[src/rtl/pipe_buf.sv]
// pipe_buf: registered inter-stage pipeline buffer.
// Upstream writes with a level request (buf_we) and gets a one-cycle buf_wack.
// Downstream reads with a level request (buf_re) and gets a one-cycle buf_rack,
// with the packet held on buf_dout. A synchronous flush drops every stored entry.
module pipe_buf #(
   parameter int WIDTH = 96,
   parameter int DEPTH = 2
) (
   input  logic             clk,
   input  logic             rst,
   input  logic             flush,
   input  logic             buf_we,
   input  logic [WIDTH-1:0] buf_din,
   output logic             buf_wack,
   output logic             buf_full,
   output logic             buf_avail,
   input  logic             buf_re,
   output logic             buf_rack,
   output logic [WIDTH-1:0] buf_dout
);

   localparam int AW = $clog2(DEPTH);
   localparam int CW = AW + 1;
   localparam logic [CW-1:0] CNT_MAX = CW'(DEPTH);

   logic [WIDTH-1:0] mem [DEPTH];
   logic [AW-1:0]    wp;
   logic [AW-1:0]    rp;
   logic [CW-1:0]    cnt;
   logic [CW-1:0]    cnt_nxt;
   logic             wr_acc;
   logic             rd_acc;

   // Accept decisions use the pre-edge count; a high ack blocks its own side
   // for one cycle, and flush blocks both sides.
   always_comb begin
      wr_acc = buf_we & ~buf_wack & (cnt != CNT_MAX) & ~flush;
      rd_acc = buf_re & ~buf_rack & (cnt != '0) & ~flush;
      if (flush) begin
         cnt_nxt = '0;
      end else begin
         cnt_nxt = cnt + {{AW{1'b0}}, wr_acc} - {{AW{1'b0}}, rd_acc};
      end
   end

   // Payload storage; contents are don't-care after reset or flush.
   always_ff @(posedge clk) begin
      if (wr_acc) begin
         mem[wp] <= buf_din;
      end
   end

   // Pointers, count, acks and registered status flags.
   always_ff @(posedge clk or posedge rst) begin
      if (rst) begin
         wp        <= '0;
         rp        <= '0;
         cnt       <= '0;
         buf_wack  <= 1'b0;
         buf_rack  <= 1'b0;
         buf_avail <= 1'b0;
         buf_full  <= 1'b0;
         buf_dout  <= '0;
      end else begin
         cnt       <= cnt_nxt;
         buf_avail <= (cnt_nxt != '0);
         buf_full  <= (cnt_nxt == CNT_MAX);
         buf_wack  <= wr_acc;
         buf_rack  <= rd_acc;
         if (flush) begin
            wp <= '0;
            rp <= '0;
         end else begin
            if (wr_acc) begin
               wp <= wp + AW'(1);
            end
            if (rd_acc) begin
               rp       <= rp + AW'(1);
               buf_dout <= mem[rp];
            end
         end
      end
   end

endmodule

[config.mk]
export PLATFORM = sky130hd
export DESIGN_NAME = pipe_buf
export DESIGN_NICKNAME = d
export VERILOG_FILES = /design/src/rtl/pipe_buf.sv
export SDC_FILE = /design/constraint.sdc
export NUM_CORES = 1
export LEC_CHECK = 0
export CAP_MARGIN = 40
export CORE_MARGIN = 8
export CORE_UTILIZATION = 45
export DETAILED_ROUTE_END_ITERATION = 6
export PLACE_DENSITY_LB_ADDON = 0.15
export SLEW_MARGIN = 20
export SYNTH_ARGS = -nofsm -noshare
export SYNTH_HDL_FRONTEND = slang
export SYNTH_SLANG_ARGS = --single-unit
export TNS_END_PERCENT = 50
[constraint.sdc]
create_clock -name clk -period 9.7 [get_ports clk]
set_input_delay 1.94 -clock clk [delete_from_list [all_inputs] [get_ports clk]]
set_output_delay 1.94 -clock clk [all_outputs]
set_load 0.02 [all_outputs]
==> metrics.md <==
| Metric | Value |
|---|---|
| Fin util | `59.4%` |
| Required @ worst endpoint | `9860 ps` |
| R2R cell count | `5` |
| Std cell rows | `57` |
| First-pass GRT wire length | `33.7 mm` |
| Final Hold Fails | `0` |
| Core Area | `24000 sq um` |
| Fraction of layout cells with a size suffix above 1 | `32.4%` |
| Clock Sinks | `296` |
| Net Sw Power | `1.11 mW` |
| Syn Nets | `637` |
| Remaining DRCs | `0` |
| Drt via density | `4.91` |
| Vias in the first global route | `6024` |
| Most frequent cells in the layout | `clkdlybuf4s50_1 (200), edfxtp_1 (192), mux2_2 (191)` |
| Worst-case clock buffer depth | `3` |
| Fmax achieved | `237 MHz` |
| RSZ-0062 raised after global routing | `no` |
| Mean Syn Cell Area | `20.3 sq um` |
| Mapped Area | `10800 sq um` |
| Worst-margin pin slew | `765 ps` |
| VDD IR-drop max | `159 uV` |
| Initial Util | `45.3%` |
| Post-Syn Instances | `534` |
| PwrDens | `279 nW/um^2` |
| Setup WS post-layout | `5480 ps` |
| FF+latch count, synth | `296` |
| DP Worst Slack | `4850 ps` |
| Synthesis-to-layout area growth | `31.2%` |
| Status | `completed` |
| Total gr overflow | `0` |
| HPWL Detailed | `14.4 mm` |
| DIE HEIGHT | `171 um` |
| Inst Count DP | `1046` |
| Internal power | `2.86 mW` |
| DR iter-0 viols | `257` |
| CP arrival | `4390 ps` |
| Final setup vio count | `0` |
| Post-synth cell types | `21` |
| Placed standard-cell area | `13200 sq um` |
| Detailed Route WL | `22.0 mm` |
| Post-layout min period | `4220 ps` |
| Combinational share of power | `27.8%` |
| Post-synthesis sequential area ratio | `77.1%` |
| Post-CTS setup buffer count | `0` |
| Peak fanout along the critical path | `55` |
| Resized Gates After CTS | `0` |
| Fin cells | `1101` |
| WL/cell | `20.0 um` |
| First-pass detailed-route iteration total | `4` |
| Initial antenna violation count | `1` |
| Clock share of power | `28.1%` |
| Fin crit share | `43.5%` |
| Reg clk slew, reported paths | `60 ps` |
| Max-cap violation count | `0` |
| CTS root buf | `clkbuf_16` |
| Clock buffer count from CTS | `29` |
| Clk_skew | `10.3 ps` |
| Total GRT Usage | `14.8%` |
| Setup_tns | `0 ps` |
| CP startpoint kind | `input pin` |
| Largest net degree at the start of global routing | `63` |
| Hold Crit Class | `register to register` |
| CTS tree | `done` |
| Max Slew Vio Count | `0` |
| Design area | `14200 sq um` |
| Most common cell after layout, fill and taps aside | `clkdlybuf4s50_1` |
| Ys Warns | `0` |
| GPL Wtd Cong | `0.738` |
| Later-pin clock latency in the skew report | `540 ps` |
| CP Class | `input pin to register` |
| H-tree levels | `1` |
| Hold_buf cts | `0` |
| Post-DRT Antenna Nets | `0` |
| Switch share | `27.9%` |
| Die Width | `171 um` |
| Die area | `29300 sq um` |
| Max_slew headroom | `49.0%` |
| Vias after detailed routing | `5411` |
| Hold Path Stages | `1` |
| Sequential power share | `44.2%` |
| Ports | `201` |
| Crit. End Element | `register` |
| Layout net count | `857` |
| PortBufs | `200` |
| Diode count | `0` |
| Cell leakage power | `5.15 nW` |
[stage by stage]
| step | total power, mW | hold slack (ps) |
|---|---|---|
| finish | 3.97 | 507 |
| global route | 4.14 | 527 |
| CTS | 4.03 | 510 |
| detailed placement | 2.90 | 495 |
| global placement | 2.87 | 490 |
| floorplan | 2.31 | 530 |
[worst max-delay path, cell delays in order]
cell and delay (ps):
clkdlybuf4s50_1 540, or3_1 500, inv_1 110, and2_4 530, buf_4 720
[power by group through the flow]
stage	clock, mW	combinational [mW]	sequential [mW]
2_1_floorplan	0	0.328	1.98
3_3_place_gp	0	1.09	1.78
3_5_place_dp	0	1.12	1.78
4_1_cts	1.14	1.12	1.76
5_1_grt	1.20	1.16	1.78
6_report	1.11	1.10	1.75
[cell type report]
class / count / area (sq um)
clock buffer: 42 / 815
timing repair buffer: 210 / 2140
tap: 324 / 405
multi-input combinational: 213 / 2340
sequential: 296 / 8370
inverter: 4 / 17.5
fill: 1792 / 9730
clock inverter: 12 / 143
[cell usage after synthesis, drive strengths merged]
master,count,share of area [%]
dfrtp,104,24
a21oi,2,0.092
nor2b,2,0.12
nand2b,3,0.24
inv,4,0.14
and2,1,0.058
mux2,192,20
xnor3,1,0.21
o21ai,2,0.092
ha,2,0.23
or2,1,0.058
or3,3,0.17
clkbuf,1,0.035
buf,20,1.2
edfxtp,192,53
nor2,3,0.10
nor3,1,0.15
[cells by family (layout without fill, tap and decap cells)]
family | count (synthesis) | count (layout) | share of synthesized area (%)
AOI/OAI and AO/OA | 4 | 4 | 0.185
xor gates and xnor gates | 1 | 1 | 0.208
adders and majority gates | 2 | 2 | 0.231
buffers and inverters | 25 | 268 | 1.40
DFF | 296 | 296 | 77.1
muxes | 192 | 192 | 19.9
and+or+nand+nor | 14 | 14 | 0.900
[path summary, 6_finish.rpt]
| kind | slack (ps) | to | startpoint |
|---|---|---|---|
| min in group asynchronous | 1800 | buf_dout[33] | rst |
| worst min register to register | 510 | buf_dout[63] | buf_dout[63] |
| max in group asynchronous | 6770 | rp | rst |
| worst max-delay path | 5480 | mem[1][25] | flush |
| worst min-delay path | 510 | buf_dout[63] | buf_dout[63] |
| worst max register to register | 6950 | mem[1][25] | buf_wack |
[per-layer routing]
| layer | up-vias | GRT usage, % | part of all wire (%) | wire length, um |
|---|---|---|---|---|
| met5 | - | 0 | 0.036 | 8 |
| met1 | 2738 | 19.4 | 43 | 9520 |
| li1 | 2469 | - | - | - |
| met3 | 32 | 4.02 | 7.6 | 1670 |
| met2 | 170 | 24.1 | 47 | 10400 |
| met4 | 2 | 4.08 | 1.7 | 374 |
[state kept, by name, summed over array words and instances (netlist names)]
signal,cells
mem,192
buf_dout,96
cnt,2
buf_avail,1
buf_full,1
buf_rack,1
buf_wack,1
rp,1
wp,1
Note: power is estimated with default switching activity, not from simulation.
